`src/rtl/trng_collector.sv`:
```
// trng_collector: consumer end of the ring-oscillator TRNG macro.
// Controls the oscillator reset, samples the asynchronous raw bit through a
// 2-FF synchronizer, removes bias with a von Neumann corrector and packs the
// corrected bits into WORD_W-bit words offered on a valid/ready interface.
// Optional macro TRNG_HEALTH_EN adds a repetition-count health test on the
// raw samples; without it health_fail_o is tied low.
`timescale 1ns/1ps
module trng_collector #(
  parameter int unsigned WORD_W     = 32,
  parameter int unsigned SAMPLE_DIV = 8,
  parameter int unsigned WARMUP_CYC = 256,
  parameter int unsigned REP_LIMIT  = 32
) (
  input  logic              clk_i,
  input  logic              rst_ni,
  input  logic              en_i,
  input  logic              trng_i,
  output logic              osc_rst_o,
  output logic [WORD_W-1:0] data_o,
  output logic              valid_o,
  input  logic              ready_i,
  output logic              health_fail_o
);

  localparam int unsigned SampW = (SAMPLE_DIV > 1) ? $clog2(SAMPLE_DIV) : 1;
  localparam int unsigned WarmW = $clog2(WARMUP_CYC + 1);
  localparam int unsigned BitW  = $clog2(WORD_W + 1);
  localparam int unsigned RunW  = $clog2(REP_LIMIT + 1);

  typedef enum logic [1:0] {ST_IDLE, ST_WARMUP, ST_COLLECT, ST_FULL} state_e;

  state_e            state_q, state_d;
  logic              osc_rst_q, osc_rst_d;
  logic [1:0]        sync_q;
  logic [SampW-1:0]  samp_cnt_q, samp_cnt_d;
  logic [WarmW-1:0]  warm_cnt_q, warm_cnt_d;
  logic [BitW-1:0]   bit_cnt_q, bit_cnt_d;
  logic [WORD_W-1:0] shift_q, shift_d;
  logic [WORD_W-1:0] data_q, data_d;
  logic              valid_q, valid_d;
  logic              phase_q, phase_d;
  logic              first_q, first_d;
  logic              health_q;
  logic              raw_c, strobe_c, emit_c, word_done_c, load_c, fail_evt_c;

  // Two-flop synchronizer for the asynchronous raw bit
  always_ff @(posedge clk_i or negedge rst_ni) begin
    if (!rst_ni) sync_q <= '0;
    else         sync_q <= {sync_q[0], trng_i};
  end

  assign raw_c       = sync_q[1];
  assign strobe_c    = (state_q == ST_COLLECT) && (samp_cnt_q == SampW'(SAMPLE_DIV - 1));
  // Second sample of a pair that differs from the first: emit the first bit
  assign emit_c      = strobe_c && phase_q && (first_q != raw_c);
  assign word_done_c = emit_c && (bit_cnt_q == BitW'(WORD_W - 1));
  assign load_c      = (state_q == ST_FULL) && en_i && !health_q && (!valid_q || ready_i);

  // FSM state and registered oscillator reset
  always_ff @(posedge clk_i or negedge rst_ni) begin
    if (!rst_ni) begin
      state_q   <= ST_IDLE;
      osc_rst_q <= 1'b1;
    end else begin
      state_q   <= state_d;
      osc_rst_q <= osc_rst_d;
    end
  end

  // FSM next state; disable or a health failure returns to IDLE
  always_comb begin
    state_d = state_q;
    case (state_q)
      ST_IDLE:    if (en_i) state_d = ST_WARMUP;
      ST_WARMUP:  if (warm_cnt_q == WarmW'(WARMUP_CYC - 1)) state_d = ST_COLLECT;
      ST_COLLECT: if (word_done_c) state_d = ST_FULL;
      ST_FULL:    if (load_c) state_d = ST_COLLECT;
      default:    state_d = ST_IDLE;
    endcase
    if (!en_i || health_q || fail_evt_c) state_d = ST_IDLE;
  end

  // FSM outputs: oscillators held only while idle
  always_comb begin
    osc_rst_d = 1'b0;
    if (state_d == ST_IDLE) osc_rst_d = 1'b1;
  end

  // Datapath next state: counters, corrector, word shifter, output word
  always_comb begin
    samp_cnt_d = '0;
    warm_cnt_d = '0;
    phase_d    = 1'b0;
    first_d    = first_q;
    bit_cnt_d  = bit_cnt_q;
    shift_d    = shift_q;
    data_d     = data_q;
    valid_d    = valid_q;
    if ((state_q == ST_WARMUP) && (warm_cnt_q != WarmW'(WARMUP_CYC))) begin
      warm_cnt_d = warm_cnt_q + 1'b1;
    end
    if (state_q == ST_COLLECT) begin
      samp_cnt_d = strobe_c ? '0 : samp_cnt_q + 1'b1;
      phase_d    = strobe_c ? ~phase_q : phase_q;
      if (strobe_c && !phase_q) first_d = raw_c;
      if (emit_c && (bit_cnt_q != BitW'(WORD_W))) begin
        shift_d   = {shift_q[WORD_W-2:0], first_q};
        bit_cnt_d = bit_cnt_q + 1'b1;
      end
    end
    if (state_q == ST_IDLE) begin
      shift_d   = '0;
      bit_cnt_d = '0;
    end
    if (load_c) begin
      data_d    = shift_q;
      valid_d   = 1'b1;
      shift_d   = '0;
      bit_cnt_d = '0;
    end else if (valid_q && ready_i) begin
      valid_d = 1'b0;
    end
  end

  // Datapath registers
  always_ff @(posedge clk_i or negedge rst_ni) begin
    if (!rst_ni) begin
      samp_cnt_q <= '0;
      warm_cnt_q <= '0;
      bit_cnt_q  <= '0;
      shift_q    <= '0;
      data_q     <= '0;
      valid_q    <= 1'b0;
      phase_q    <= 1'b0;
      first_q    <= 1'b0;
    end else begin
      samp_cnt_q <= samp_cnt_d;
      warm_cnt_q <= warm_cnt_d;
      bit_cnt_q  <= bit_cnt_d;
      shift_q    <= shift_d;
      data_q     <= data_d;
      valid_q    <= valid_d;
      phase_q    <= phase_d;
      first_q    <= first_d;
    end
  end

`ifdef TRNG_HEALTH_EN
  logic [RunW-1:0] run_q, run_d;
  logic            prev_q;
  logic            health_d;

  // Repetition count on raw samples; run restarts whenever COLLECT is left
  always_comb begin
    run_d      = run_q;
    fail_evt_c = 1'b0;
    if (state_q != ST_COLLECT) begin
      run_d = '0;
    end else if (strobe_c) begin
      if ((run_q == '0) || (raw_c != prev_q)) run_d = RunW'(1);
      else if (run_q != RunW'(REP_LIMIT))     run_d = run_q + 1'b1;
      fail_evt_c = (run_d == RunW'(REP_LIMIT));
    end
    health_d = en_i && (health_q || fail_evt_c);
  end

  // Health registers; failure is sticky until disable
  always_ff @(posedge clk_i or negedge rst_ni) begin
    if (!rst_ni) begin
      run_q    <= '0;
      prev_q   <= 1'b0;
      health_q <= 1'b0;
    end else begin
      run_q    <= run_d;
      health_q <= health_d;
      if (strobe_c) prev_q <= raw_c;
    end
  end
`else
  logic unused_c;
  assign fail_evt_c = 1'b0;
  assign health_q   = 1'b0;
  assign unused_c   = ^RunW'(REP_LIMIT);
`endif

  assign osc_rst_o     = osc_rst_q;
  assign data_o        = data_q;
  assign valid_o       = valid_q;
  assign health_fail_o = health_q;

endmodule

```
`config.mk`:
```
export PLATFORM = sky130hd
export DESIGN_NAME = trng_collector
export DESIGN_NICKNAME = d
export VERILOG_FILES = /design/src/rtl/trng_collector.sv
export SDC_FILE = /design/constraint.sdc
export NUM_CORES = 1
export LEC_CHECK = 0
export BUFFER_PORTS_ARGS = -buffer_cell sky130_fd_sc_hd__clkbuf_2
export CAP_MARGIN = 20
export CORE_MARGIN = 4
export CORE_UTILIZATION = 55
export DETAILED_ROUTE_END_ITERATION = 8
export PLACE_DENSITY_LB_ADDON = 0.2
export SYNTH_ARGS = -nofsm -noshare
export SYNTH_HDL_FRONTEND = slang
export SYNTH_SLANG_ARGS = --single-unit
```
`constraint.sdc`:
```
create_clock -name clk_i -period 4.5 [get_ports clk_i]
set_clock_uncertainty 0.05 [all_clocks]
set_input_delay 0.9 -clock clk_i [delete_from_list [all_inputs] [get_ports clk_i]]
set_output_delay 0.9 -clock clk_i [all_outputs]
set_load 0.01 [all_outputs]
```
=== Word level (Yosys, flattened, before mapping) ===
Cells that the tools add are included.

* Flip-flop bits (word level): 90
* Logic and storage cells: 66
* Output and inout port bits: 35
* Input bits: 5

* Reductions and logical operators: 20
* Bitwise gates (word level): 1
* Eq/ne operators: 10
* Multiplexer cells: 21
* $add $sub $neg: 3

{| class="wikitable"
|+ Operators with widths
! kind !! count
|-
| $mux W32 || 4
|-
| $mux W6 || 4
|-
| $logic_and A1 B1 Y1 || 10
|-
| $add A9 B1 Y9 const B || 1
|-
| $eq A9 B8 Y1 const B || 1
|-
| $mux W9 || 1
|-
| $ne A9 B9 Y1 const B || 1
|-
| $mux W2 || 4
|-
| $pmux W2 S4 || 1
|-
| $add A6 B1 Y6 const B || 1
|-
| $eq A6 B5 Y1 const B || 1
|-
| $mux W3 || 2
|-
| $ne A6 B6 Y1 const B || 1
|-
| $reduce_bool A3 Y1 || 2
|-
| $mux W1 || 5
|-
| $eq A2 B2 Y1 const B || 2
|-
| $logic_not A2 Y1 || 2
|-
| $reduce_and A2 Y1 || 2
|-
| $add A3 B1 Y3 const B || 1
|-
| $eq A3 B3 Y1 const B || 1
|-
| $eq A2 B1 Y1 const B || 1
|-
| $logic_not A1 Y1 || 2
|-
| $ne A2 B2 Y1 const B || 1
|-
| $reduce_bool A2 Y1 || 1
|-
| other kinds (3) || 3
|}

=== Depth between registers and ports, before layout ===
* Depth in word-level cells: 10
* Gate-level depth with buffers: 8
* Depth with buffers taken out: 8

=== Least setup slack after synthesis ===
Ideal clock, no wire load.

* Kind: input to register
* From: input port en_i
* To: register data_q[0] (netlist: data_o[0])
* Cell stages on the path: 4
* Path buffers: 1
* Library setup time: 0.125 ns
* Data arrival time: 1.806 ns
* Data required time: 4.325 ns
* Slack: 2.520 ns
* Cell sequence: nand3_1 nor2_1 buf_2 mux2_2

* Longest elaborated chain between the ends: 2

{| class="wikitable"
|+ RTL lines
! what !! RTL line !! source
|-
| start, declared || 16 || <nowiki>input logic en_i,</nowiki>
|-
| $logic_and A1 B1 Y1 (2 in a row) || 57 || <nowiki>assign load_c = (state_q == ST_FULL) && en_i && !health_q && (!valid_q || ready_i);</nowiki>
|-
| end signal, assigned || 141 || <nowiki>data_q <= data_d;</nowiki>
|-
| end, declared || 39 || <nowiki>logic [WORD_W-1:0] data_q, data_d;</nowiki>
|}

Every way passes these cells.
A chain may end at the register's enable or synchronous reset.

=== Final worst setup path ===
* From: register samp_cnt_q[0]
* To: register bit_cnt_q[3]

* Longest elaborated chain between the ends: 7

{| class="wikitable"
|+ RTL lines
! what !! RTL line !! source
|-
| start, declared || 35 || <nowiki>logic [SampW-1:0] samp_cnt_q, samp_cnt_d;</nowiki>
|-
| start signal, assigned || 137 || <nowiki>samp_cnt_q <= samp_cnt_d;</nowiki>
|-
| $eq A3 B3 Y1 || 53 || <nowiki>assign strobe_c = (state_q == ST_COLLECT) && (samp_cnt_q == SampW'(SAMPLE_DIV - 1));</nowiki>
|-
| $logic_and A1 B1 Y1 || 53 ||
|-
| $logic_and A1 B1 Y1 (2 in a row) || 55 || <nowiki>assign emit_c = strobe_c && phase_q && (first_q != raw_c);</nowiki>
|-
| $logic_and A1 B1 Y1 || 106 || <nowiki>if (emit_c && (bit_cnt_q != BitW'(WORD_W))) begin</nowiki>
|-
| $reduce_bool A3 Y1 (no source line) || -- ||
|-
| $reduce_and A2 Y1 (no source line) || -- ||
|-
| end signal, assigned || 139 || <nowiki>bit_cnt_q <= bit_cnt_d;</nowiki>
|-
| end, declared || 37 || <nowiki>logic [BitW-1:0] bit_cnt_q, bit_cnt_d;</nowiki>
|}

Every way passes these cells.

==> impl_metrics.sql <==
INSERT INTO impl_metrics (metric_group, metric, value, unit) VALUES
('drt', 'num_vias', '2599', ''),
('floorplanning', 'floorplan.io_pins', '40', ''),
('worst_hold_path', 'hold-path-endpoint', 'sync_q[1]$_DFF_PN0_', ''),
('worst_setup_path', 'cp_common_cell', 'ha_1', ''),
('sta', 'hold_worst_slack', '0.316', 'ns'),
('cells_and_area', 'fraction_of_final_layout_cells_with_drive_strength_greater_than_1', '26.8', '%'),
('yosys', 'netlist_area', '3780', 'um2'),
('run_status', 'result_of_the_run', 'completed', ''),
('yosys', 'synth_common_cells', '89 x dfrtp_1, 40 x nand3_1, 37 x a21oi_1', ''),
('yosys', 'post-synth-top-area-fraction', '59.0', '%'),
('clock_tree', 'ctsHtreeMaxLevel', '3', ''),
('sta', 'final_hold_violations', '0', ''),
('floorplanning', 'die_y', '90.9', 'um'),
('cells_and_area', 'diodes_inserted', '0', ''),
('clock_tree', 'cts_tree', 'yes', ''),
('power_and_ir_drop', 'power_frac_seq', '55.9', '%'),
('sta', 'finalMaxSlewViolations', '0', ''),
('placement', 'gp_routability_congestion', '0.798', ''),
('worst_setup_path', 'cp_launch_type', 'flip-flop', ''),
('cells_and_area', 'area_of_the_multi_input_gates', '1410', 'um2'),
('sta', 'fmax', '412', 'MHz'),
('placement', 'postPlaceCellArea', '4020', 'um2'),
('clock_tree', 'cts.hold.buffers_added', '0', ''),
('sta', 'setup_violations', '0', ''),
('sta', 'layout_worst_path_cycle_share', '53.9', '%'),
('drt', 'routedWlPerCell', '15.5', 'um'),
('floorplanning', 'fp.dieW', '90.9', 'um'),
('grt', 'grt_use_met1', '25.3', '%'),
('clock_tree', 'cts.path.max_buffers', '2', ''),
('yosys', 'postSynthNetCount', '343', ''),
('placement', 'dp.final_hpwl', '4040', 'um'),
('floorplanning', 'floorplan.initialDensity', '58.1', '%'),
('yosys', 'netlist.top_cell.by_area', 'dfrtp_1', ''),
('grt', 'grt_pass1_wl', '12100', 'um'),
('drt', 'totalWireLength', '6910', 'um'),
('yosys', 'most_common_cell_in_the_netlist', 'dfrtp_1', ''),
('floorplanning', 'die-area', '8260', 'um2'),
('drt', 'drt_iter0_markers', '141', ''),
('drt', 'drt_pass1_iterations', '4', ''),
('power_and_ir_drop', 'internal-power', '1.15', 'mW'),
('floorplanning', 'fp.coreArea', '6490', 'um2'),
('placement', 'numPlacedInstances', '429', ''),
('cells_and_area', 'final-instance-count-excl-fill', '446', ''),
('worst_setup_path', 'timing.setup.critical_path_class', 'reg2reg', ''),
('clock_tree', 'path_clk_slew', '0.08', 'ns'),
('sta', 'worst_slew_margin_rel', '32.3', '%'),
('power_and_ir_drop', 'peakVddDrop', '0.000236', 'V'),
('power_and_ir_drop', 'total_power', '1.46', 'mW'),
('sta', 'timing.final.crit_period', '2.42', 'ns'),
('yosys', 'synth_cells', '331', ''),
('yosys', 'synth_sequential_area_ratio', '59.7', '%'),
('worst_setup_path', 'rrSetupSlack', '2.08', 'ns'),
('grt', 'grt.busiest_layer', 'met2', ''),
('worst_setup_path', 'worst_setup_path_end_kind', 'flip-flop', ''),
('cells_and_area', 'final_nets', '376', ''),
('worst_setup_path', 'critical_path.n_buffers_inverters', '0', ''),
('placement', 'placement.setup.worst_slack', '2.09', 'ns'),
('grt', 'globalRoute.totalOverflow', '0', ''),
('worst_setup_path', 'critPathMaxFanout', '36', ''),
('yosys', 'dominantRegCellSynth', 'dfrtp_1', ''),
('cells_and_area', 'final-seq-area', '2250', 'um2'),
('cells_and_area', 'nFillCells', '499', ''),
('sta', 'tightestPinTransition', '1.02', 'ns'),
('worst_setup_path', 'worst_r2r_startpoint', 'samp_cnt_q[0]$_DFF_PN0_', ''),
('placement', 'numPortBuffers', '38', ''),
('clock_tree', 'insertion_delay_of_the_later_clocked_pin_in_the_worst_skew_pair', '0.36', 'ns'),
('clock_tree', 'cts_root_buffer', 'clkbuf_8', ''),
('worst_setup_path', 'critPathArrivalTime', '2.66', 'ns'),
('grt', 'grt_pass1_vias', '2514', ''),
('power_and_ir_drop', 'net-switching-power', '0.311', 'mW'),
('cells_and_area', 'post-route-cell-area', '4270', 'um2');
cell families after synthesis:
family,Yosys count,synth area share (%)
muxes,33,9.84
adders and majority gates,7,2.32
DFF,90,59.7
other,1,0.0993
AOI/OAI and AO/OA,76,10.3
xor gates and xnor gates,10,2.32
buffers and inverters,31,3.48
and+or+nand+nor,83,11.9
layer usage:
| layer | routed length, um | part of all wire [%] |
|---|---|---|
| met4 | 104 | 1.5 |
| met1 | 3090 | 45 |
| met3 | 367 | 5.3 |
| met5 | 0 | 0 |
| met2 | 3340 | 48 |
worst max-delay path by stage:
stage / cells after the start / to / slack [ns] / from
after floorplan: 4 / data_o[0]$_DFFE_PN0N_ / 2.52 / en_i
after global placement: 6 / bit_cnt_q[3]$_DFFE_PN0P_ / 2.13 / samp_cnt_q[0]$_DFF_PN0_
after detailed placement: 6 / bit_cnt_q[3]$_DFFE_PN0P_ / 2.09 / samp_cnt_q[0]$_DFF_PN0_
after CTS: 6 / bit_cnt_q[3]$_DFFE_PN0P_ / 2.07 / samp_cnt_q[0]$_DFF_PN0_
after global routing: 6 / bit_cnt_q[3]$_DFFE_PN0P_ / 1.89 / samp_cnt_q[0]$_DFF_PN0_
final: 6 / bit_cnt_q[3]$_DFFE_PN0P_ / 2.08 / samp_cnt_q[0]$_DFF_PN0_
power groups by stage:
stage,registers (mW),logic [mW],clock network (mW)
6_report,0.817,0.0352,0.608
5_1_grt,0.817,0.0413,0.664
4_1_cts,0.817,0.0368,0.629
3_5_place_dp,0.833,0.0367,0
3_3_place_gp,0.832,0.0357,0
2_1_floorplan,0.832,0.0140,0
cell type report:
type | instances | share of cell area [%]
Sequential cell | 90 | 52.7
Clock buffer | 10 | 3.22
Inverter | 9 | 0.790
Tap cell | 77 | 2.25
Clock inverter | 6 | 2.08
Timing Repair Buffer | 44 | 6.03
Multi-Input combinational cell | 210 | 32.9
sequential cells by signal, summed over array words and instances, names as in the netlist:
signal,count
bit_cnt_q,6
data_o,32
first_q,1
osc_rst_o,1
phase_q,1
samp_cnt_q,3
shift_q,32
state_q,2
sync_q,2
valid_o,1
warm_cnt_q,9
cell usage in the layout (no fill, tap or decap), drive strengths merged, types with 2 or more instances in the layout:
| cell | Yosys | routed |
|---|---|---|
| nand3 | 40 | 40 |
| dfrtp | 89 | 89 |
| a21oi | 37 | 37 |
| nor3 | 2 | 2 |
| clkinvlp | 0 | 2 |
| nor4 | 2 | 2 |
| xnor2 | 7 | 7 |
| nor3b | 2 | 2 |
| ha | 7 | 7 |
| o21ai | 34 | 34 |
| mux2 | 33 | 33 |
| inv | 9 | 10 |
| nand2b | 2 | 2 |
| nor4b | 2 | 2 |
| bufinv | 0 | 2 |
| buf | 6 | 7 |
| nand2 | 6 | 6 |
| clkbuf | 16 | 47 |
| or4 | 2 | 2 |
| nor2 | 16 | 16 |
| nor2b | 2 | 2 |
| xor2 | 3 | 3 |
No activity file was read; power rests on OpenSTA's default activity.
